--- src/rtl/fir_seq_ctrl_if.sv ---
// Queue / coefficient ROM / output bundle for the FIR frame sequencer.
// The master side is the queue, ROM and downstream stage; the slave side is fir_seq_ctrl.
interface fir_seq_ctrl_if #(
    parameter int CA_W = 10
);
    logic            sequencing;
    logic [15:0]     lft_smpl;
    logic [15:0]     rght_smpl;
    logic [15:0]     coeff;
    logic [CA_W-1:0] coeff_addr;
    logic [15:0]     lft_out;
    logic [15:0]     rght_out;
    logic            vld;
    logic            len_err;
    logic            frm_drop;
    logic            busy;

    modport master (
        output sequencing, lft_smpl, rght_smpl, coeff,
        input  coeff_addr, lft_out, rght_out, vld, len_err, frm_drop, busy
    );

    modport slave (
        input  sequencing, lft_smpl, rght_smpl, coeff,
        output coeff_addr, lft_out, rght_out, vld, len_err, frm_drop, busy
    );
endinterface

--- src/rtl/fir_seq_ctrl.sv ---
// One FIR pass per queue read burst: ROM address in lockstep, 3-stage L/R MAC, saturated Q1.15 output.
//   state | meaning
//   IDLE  | waiting for a sequencing burst; coeff_addr held at 0
//   RUN   | burst in progress; taps accepted until NUM_TAPS reached
//   FLUSH | pipeline drain (3 cycles), then waits out any dropped burst
module fir_seq_ctrl #(
    parameter int NUM_TAPS = 1021,
    parameter int CA_W     = 10,
    parameter int ACC_W    = 40
) (
    input  logic          clk,
    input  logic          rst,
    fir_seq_ctrl_if.slave bus
);
    typedef enum logic [1:0] {
        IDLE  = 2'd0,
        RUN   = 2'd1,
        FLUSH = 2'd2
    } state_t;

    localparam logic [CA_W:0]   TAPS        = (CA_W+1)'(NUM_TAPS);
    localparam logic [CA_W-1:0] ADDR_MAX    = CA_W'(NUM_TAPS - 1);
    localparam logic [1:0]      FLUSH_START = 2'd2;

    state_t                    state_q, state_d;
    logic [CA_W:0]             tap_cnt_q, tap_cnt_d;
    logic                      ovf_q, ovf_d;
    logic [1:0]                flush_cnt_q, flush_cnt_d;
    logic                      seq_prev_q, seq_prev_d;
    logic                      seq_d1_q, seq_d1_d;
    logic                      s_vld_q, s_vld_d;
    logic                      p_vld_q, p_vld_d;
    logic signed [15:0]        lsmp_q, lsmp_d, rsmp_q, rsmp_d, coef_q, coef_d;
    logic signed [31:0]        lprod_q, lprod_d, rprod_q, rprod_d;
    logic signed [ACC_W-1:0]   lacc_q, lacc_d, racc_q, racc_d;
    logic [15:0]               lft_out_q, lft_out_d, rght_out_q, rght_out_d;
    logic                      vld_q, vld_d;
    logic                      len_err_q, len_err_d;
    logic                      frm_drop_q, frm_drop_d;

    logic start;
    logic accept;

    // Clamp instead of wrapping so a full-scale frame still saturates the right way.
    function automatic logic signed [ACC_W-1:0] sat_add(input logic signed [ACC_W-1:0] a,
                                                        input logic signed [31:0] p);
        logic signed [ACC_W:0] s;
        s = {a[ACC_W-1], a} + {{(ACC_W-31){p[31]}}, p};
        if (s[ACC_W] != s[ACC_W-1])
            sat_add = s[ACC_W] ? {1'b1, {(ACC_W-1){1'b0}}} : {1'b0, {(ACC_W-1){1'b1}}};
        else
            sat_add = s[ACC_W-1:0];
    endfunction

    function automatic logic [15:0] scale(input logic signed [ACC_W-1:0] a);
        if (a[ACC_W-1:30] == '0 || a[ACC_W-1:30] == '1)
            scale = a[30:15];
        else
            scale = a[ACC_W-1] ? 16'h8000 : 16'h7FFF;
    endfunction

    assign start  = (state_q == IDLE) && bus.sequencing;
    assign accept = start || ((state_q == RUN) && bus.sequencing && (tap_cnt_q < TAPS));

    always_comb begin
        state_d     = state_q;
        tap_cnt_d   = tap_cnt_q;
        ovf_d       = ovf_q;
        flush_cnt_d = flush_cnt_q;
        case (state_q)
            IDLE: begin
                if (bus.sequencing) begin
                    state_d   = RUN;
                    tap_cnt_d = (CA_W+1)'(1);
                    ovf_d     = 1'b0;
                end
            end
            RUN: begin
                if (!bus.sequencing) begin
                    state_d     = FLUSH;
                    flush_cnt_d = FLUSH_START;
                end else if (tap_cnt_q < TAPS) begin
                    tap_cnt_d = tap_cnt_q + 1'b1;
                end else begin
                    ovf_d = 1'b1;
                end
            end
            FLUSH: begin
                if (flush_cnt_q != 2'd0)
                    flush_cnt_d = flush_cnt_q - 1'b1;
                else if (!bus.sequencing)
                    state_d = IDLE;
            end
            default: state_d = IDLE;
        endcase

        seq_prev_d = bus.sequencing;
        seq_d1_d   = accept;
        s_vld_d    = seq_d1_q;
        p_vld_d    = s_vld_q;
        lsmp_d     = seq_d1_q ? $signed(bus.lft_smpl)  : lsmp_q;
        rsmp_d     = seq_d1_q ? $signed(bus.rght_smpl) : rsmp_q;
        coef_d     = seq_d1_q ? $signed(bus.coeff)     : coef_q;
        lprod_d    = s_vld_q ? 32'(lsmp_q) * 32'(coef_q) : lprod_q;
        rprod_d    = s_vld_q ? 32'(rsmp_q) * 32'(coef_q) : rprod_q;

        if (start) begin
            lacc_d = '0;
            racc_d = '0;
        end else if (p_vld_q) begin
            lacc_d = sat_add(lacc_q, lprod_q);
            racc_d = sat_add(racc_q, rprod_q);
        end else begin
            lacc_d = lacc_q;
            racc_d = racc_q;
        end

        // Output latches the final accumulate on the same edge, so vld lands on the last FLUSH cycle.
        vld_d      = (state_q == FLUSH) && (flush_cnt_q == 2'd1);
        lft_out_d  = vld_d ? scale(lacc_d) : lft_out_q;
        rght_out_d = vld_d ? scale(racc_d) : rght_out_q;
        len_err_d  = vld_d ? ((tap_cnt_q != TAPS) || ovf_q) : len_err_q;
        frm_drop_d = (state_q == FLUSH) && bus.sequencing && !seq_prev_q;
    end

    always_ff @(posedge clk or posedge rst) begin
        if (rst) begin
            state_q     <= IDLE;
            tap_cnt_q   <= '0;
            ovf_q       <= 1'b0;
            flush_cnt_q <= '0;
            seq_prev_q  <= 1'b0;
            seq_d1_q    <= 1'b0;
            s_vld_q     <= 1'b0;
            p_vld_q     <= 1'b0;
            lsmp_q      <= '0;
            rsmp_q      <= '0;
            coef_q      <= '0;
            lprod_q     <= '0;
            rprod_q     <= '0;
            lacc_q      <= '0;
            racc_q      <= '0;
            lft_out_q   <= '0;
            rght_out_q  <= '0;
            vld_q       <= 1'b0;
            len_err_q   <= 1'b0;
            frm_drop_q  <= 1'b0;
        end else begin
            state_q     <= state_d;
            tap_cnt_q   <= tap_cnt_d;
            ovf_q       <= ovf_d;
            flush_cnt_q <= flush_cnt_d;
            seq_prev_q  <= seq_prev_d;
            seq_d1_q    <= seq_d1_d;
            s_vld_q     <= s_vld_d;
            p_vld_q     <= p_vld_d;
            lsmp_q      <= lsmp_d;
            rsmp_q      <= rsmp_d;
            coef_q      <= coef_d;
            lprod_q     <= lprod_d;
            rprod_q     <= rprod_d;
            lacc_q      <= lacc_d;
            racc_q      <= racc_d;
            lft_out_q   <= lft_out_d;
            rght_out_q  <= rght_out_d;
            vld_q       <= vld_d;
            len_err_q   <= len_err_d;
            frm_drop_q  <= frm_drop_d;
        end
    end

    assign bus.coeff_addr = (state_q != RUN)  ? '0 :
                            (tap_cnt_q >= TAPS) ? ADDR_MAX : tap_cnt_q[CA_W-1:0];
    assign bus.lft_out    = lft_out_q;
    assign bus.rght_out   = rght_out_q;
    assign bus.vld        = vld_q;
    assign bus.len_err    = len_err_q;
    assign bus.frm_drop   = frm_drop_q;
    assign bus.busy       = (state_q != IDLE);
endmodule

--- src/flat_wrapper.sv ---
// flat-port wrapper written by rule: the top's interface ports become plain ports
module fir_seq_ctrl_flat 
#(
    parameter int NUM_TAPS = 1021,
    parameter int CA_W     = 10,
    parameter int ACC_W    = 40
)
  (clk, rst, bus_sequencing, bus_lft_smpl, bus_rght_smpl, bus_coeff, bus_coeff_addr, bus_lft_out, bus_rght_out, bus_vld, bus_len_err, bus_frm_drop, bus_busy);
  fir_seq_ctrl_if #(.CA_W(CA_W)) bus_i ();
  input  logic clk;
  input  logic rst;
  input wire logic [$bits(bus_i.sequencing)-1:0] bus_sequencing;
  input wire logic [$bits(bus_i.lft_smpl)-1:0] bus_lft_smpl;
  input wire logic [$bits(bus_i.rght_smpl)-1:0] bus_rght_smpl;
  input wire logic [$bits(bus_i.coeff)-1:0] bus_coeff;
  output wire logic [$bits(bus_i.coeff_addr)-1:0] bus_coeff_addr;
  output wire logic [$bits(bus_i.lft_out)-1:0] bus_lft_out;
  output wire logic [$bits(bus_i.rght_out)-1:0] bus_rght_out;
  output wire logic [$bits(bus_i.vld)-1:0] bus_vld;
  output wire logic [$bits(bus_i.len_err)-1:0] bus_len_err;
  output wire logic [$bits(bus_i.frm_drop)-1:0] bus_frm_drop;
  output wire logic [$bits(bus_i.busy)-1:0] bus_busy;
  assign bus_i.sequencing = bus_sequencing;
  assign bus_i.lft_smpl = bus_lft_smpl;
  assign bus_i.rght_smpl = bus_rght_smpl;
  assign bus_i.coeff = bus_coeff;
  assign bus_coeff_addr = bus_i.coeff_addr;
  assign bus_lft_out = bus_i.lft_out;
  assign bus_rght_out = bus_i.rght_out;
  assign bus_vld = bus_i.vld;
  assign bus_len_err = bus_i.len_err;
  assign bus_frm_drop = bus_i.frm_drop;
  assign bus_busy = bus_i.busy;
  fir_seq_ctrl #(.NUM_TAPS(NUM_TAPS), .CA_W(CA_W), .ACC_W(ACC_W)) u_core (.clk(clk), .rst(rst), .bus(bus_i));
endmodule
--- config.mk ---
export PLATFORM = sky130hd
export DESIGN_NAME = fir_seq_ctrl_flat
export DESIGN_NICKNAME = d
export VERILOG_FILES = /design/src/rtl/fir_seq_ctrl_if.sv /design/src/rtl/fir_seq_ctrl.sv /design/src/flat_wrapper.sv
export SDC_FILE = /design/constraint.sdc
export NUM_CORES = 2
export LEC_CHECK = 0
export BUFFER_PORTS_ARGS = -buffer_cell sky130_fd_sc_hd__buf_2
export CAP_MARGIN = 20
export CORE_MARGIN = 2
export CORE_UTILIZATION = 35
export DETAILED_ROUTE_END_ITERATION = 8
export HOLD_SLACK_MARGIN = 0.06
export PLACE_DENSITY = 0.52
export SYNTH_ARGS = -nofsm -noshare
export SYNTH_HDL_FRONTEND = slang
export SYNTH_SLANG_ARGS = --single-unit
--- constraint.sdc ---
create_clock -name clk -period 11.7 [get_ports clk]
set_clock_uncertainty 0.15 [all_clocks]
set_input_delay 1.755 -clock clk [delete_from_list [all_inputs] [get_ports clk]]
set_output_delay 1.755 -clock clk [all_outputs]
set_load 0.005 [all_outputs]
==> metrics.md <==
| Metric | Value |
|---|---|
| Global Route Usage Sum | `18.4%` |
| Synth Area in Adders | `40.0%` |
| Die area | `100000 um2` |
| Nets@finish | `4510` |
| Hold_buf cts | `0` |
| Inst Count DP | `4927` |
| Vias in the first global route | `26200` |
| Post-CTS Setup Bufs | `0` |
| Setup crit end | `u_core.lprod_q[30]` |
| Worst R2R End | `u_core.lprod_q[30]` |
| CTS Buf Count | `31` |
| Vias | `25000` |
| Gate Count Post-Synth | `3669` |
| Critical path class | `flip-flop to flip-flop` |
| Layout fillers | `9814` |
| DRC | `0` |
| Die Span X | `316 um` |
| Fin. Hold Viols | `0` |
| Reg2Reg Setup Slack | `4210 ps` |
| Pins Over Slew Limit | `0` |
| Top FF cell, synth | `dfrtp_1` |
| Final std cells w/o fill | `4986` |
| # port buffers | `96` |
| Core area | `96600 um2` |
| M3 GR Usage | `1.69%` |
| FF-to-FF Start | `u_core.coef_q[4]` |
| Critical Path RT | `12060 ps` |
| Relative slew slack | `36.6%` |
| Initial Utilization | `35.3%` |
| Largest net degree at the start of global routing | `67` |
| Gpl congestion | `0.844` |
| Clock Sinks | `247` |
| GRT busiest layer | `met2` |
| Routed Antenna Nets | `0` |
| Post-synth EDFFs | `0` |
| DR iter-0 viols | `1387` |
| Area grow syn2layout | `8.30%` |
| Initial antenna violation count | `3` |
| Clock buffer depth | `3` |
| GRT overflow | `0` |
| Num rows | `114` |
| Yosys reg bits | `247` |
| RSZ-0062 raised after global routing | `no` |
| Crit. End Element | `flip-flop` |
| Simple-gate share of the synthesized area | `14.2%` |
| Final period util | `64.0%` |
| Crit path from | `u_core.coef_q[4]` |
| Synth Area in Compound Gates | `11.9%` |
| Die height | `316 um` |
| Ys async rst share | `100%` |
| Post-synthesis mux area share | `3.49%` |
| Crit path time final | `7490 ps` |
| Synth Cell Area | `34100 um2` |
| Max Cap Viol | `0` |
| Post-synthesis sequential area ratio | `18.1%` |
| DRT Pass-1 Iters | `5` |
| H-tree depth | `1` |
| Yosys warning count | `0` |
| Synth Area in XOR/XNOR | `3.67%` |
| CP Max Fanout | `18` |
| Fmax | `134 MHz` |
| Syn Nets | `4494` |
| DP HPWL | `69.7 mm` |
| Sum Neg Setup Slack | `0 ps` |
| CTS root buffer | `clkbuf_16` |
| # setup viols final | `0` |
| Status | `finished, final reports clean` |
| Arr. time, crit path | `7840 ps` |
| Post-cts sizing count | `0` |
| Num ports | `97` |
| Wirelength, routed | `89.3 mm` |
| M2 GR Usage | `32.5%` |
| Worst skew pair latency | `630 ps` |
| Wire length of the first global-routing pass | `146 mm` |
| Min-delay worst type | `flip-flop to flip-flop` |
| Clock transition at path regs | `70 ps` |
| CTS tree | `done` |
| Vias/cell | `5.02` |
| Startpoint Class | `flip-flop` |
| Mean post-synth cell area | `9.30 um2` |
| Layout cells sized above 1 | `9.01%` |
| Met1 usage | `24.5%` |
| R2R depth | `22` |
| Least-Margin Pin Slew | `945 ps` |
| Largest family of logic cells by synthesized area | `adder cells` |
| Count of cell types in the netlist | `92` |
| Wire per inst | `17.9 um` |
## cell usage after synthesis, types with 24 or more instances
cell | n | area [um2]
nand2_1 | 420 | 1580
nand3_1 | 35 | 175
a21oi_1 | 187 | 936
mux2_2 | 100 | 1130
o21a_1 | 30 | 225
dfrtp_1 | 247 | 6180
inv_1 | 619 | 2320
ha_1 | 248 | 3100
nand2b_1 | 24 | 150
and2_1 | 238 | 1490
xnor2_1 | 104 | 911
clkbuf_1 | 136 | 510
a21o_1 | 64 | 480
o21ai_0 | 134 | 671
xor2_1 | 39 | 342
fa_1 | 526 | 10500
nor2_1 | 142 | 533
## final cells by class
type                       count  area, um2  area share (%)
clock inverter                18        173           0.467
antenna                        1       2.50         0.00677
inverter                     621       2340            6.33
tap                         1276       1600            4.32
clock buffer                  39        846            2.29
timing repair buffer         142        826            2.24
sequential                   247       6180            16.7
multi-input combinational   2642      25000            67.6
## registers in the layout, summed over array words and instances (netlist names), 2 cells and up
name                 count
u_core.bus.rght_out     16
u_core.lacc_q           40
u_core.lprod_q          32
u_core.coef_q           16
u_core.lsmp_q           16
u_core.flush_cnt_q       2
u_core.racc_q           40
u_core.rprod_q          32
u_core.state_q           2
u_core.tap_cnt_q        11
u_core.bus.lft_out      16
u_core.rsmp_q           16
## stage by stage
stage	area [um2]	setup slack, ps	hold slack [ps]	util, %
floorplan	34100	3010	235	-
global placement	35900	4250	269	37.2
detailed placement	35900	4280	268	37.2
CTS	36900	4250	276	38.2
global route	36900	3760	306	38.2
finish	36900	4210	268	38.3
## logic make-up (layout without fill, tap and decap cells)
logic type | Yosys count | in the layout
buffers and inverters | 780 | 820
multiplexers | 106 | 106
flip-flops | 247 | 247
XOR/XNOR | 143 | 143
AND/OR/NAND/NOR | 995 | 995
adder cells (fa/ha/maj) | 775 | 775
AO/OA/AOI/OAI | 623 | 623
other | 0 | 1
## routing by layer
| metal | wire (um) | vias to the layer above |
|---|---|---|
| met5 | 0 | - |
| met4 | 1790 | 0 |
| met3 | 2720 | 79 |
| met2 | 45600 | 370 |
| met1 | 39200 | 12800 |
| li1 | - | 11800 |
## worst min-delay path by stage
stage          depth (start not counted)                   to  slack (ps)              start
2_1_floorplan                          1  u_core.bus.frm_drop         230  u_core.seq_prev_q
3_3_place_gp                           1  u_core.bus.frm_drop         270  u_core.seq_prev_q
3_5_place_dp                           1  u_core.bus.frm_drop         270  u_core.seq_prev_q
4_1_cts                                1  u_core.bus.frm_drop         280  u_core.seq_prev_q
5_1_grt                                1  u_core.bus.frm_drop         310  u_core.seq_prev_q
6_report                               1  u_core.bus.frm_drop         270  u_core.seq_prev_q
## placed cells by master (no fill, tap or decap), types with 9 or more instances in the layout
master	Yosys	final
nor4_1	9	9
o21ai_0	134	134
o31ai_1	10	10
o21bai_1	18	18
a31oi_1	16	16
inv_1	619	618
nor2_1	142	141
mux2_2	100	100
nor2b_1	18	18
xnor2_1	104	104
a221o_1	19	19
nor3_1	22	22
nand2_1	420	420
a22oi_1	10	10
o211ai_1	21	21
nand4_1	22	22
o22ai_1	19	19
o21a_1	30	30
fa_1	526	526
xor2_1	39	39
buf_2	7	96
and2_1	238	238
ha_1	248	248
and3_1	15	15
clkbuf_16	0	31
nand3_1	35	35
a211oi_1	11	11
buf_4	1	46
or2_2	9	9
a21o_1	64	64
dfrtp_1	247	245
nand2b_1	24	24
a21oi_1	187	187
## worst max-delay path, cell delays in order, from the launching register on
cell,delay (ps)
dfrtp_1,760
buf_4,350
nand2_1,110
fa_1,450
inv_1,80
fa_1,420
ha_1,200
fa_1,480
inv_1,60
fa_1,480
fa_1,480
inv_1,40
ha_1,200
a2111oi_0,820
or3_1,280
a211oi_1,110
o211ai_1,280
a31oi_1,170
o31a_1,290
o41a_1,450
a221oi_1,350
xnor2_1,90
mux2_2,270
Power is left out: the tool's default activity adds up to more than one toggle a clock period on the data nets, which glitch-free logic cannot reach.
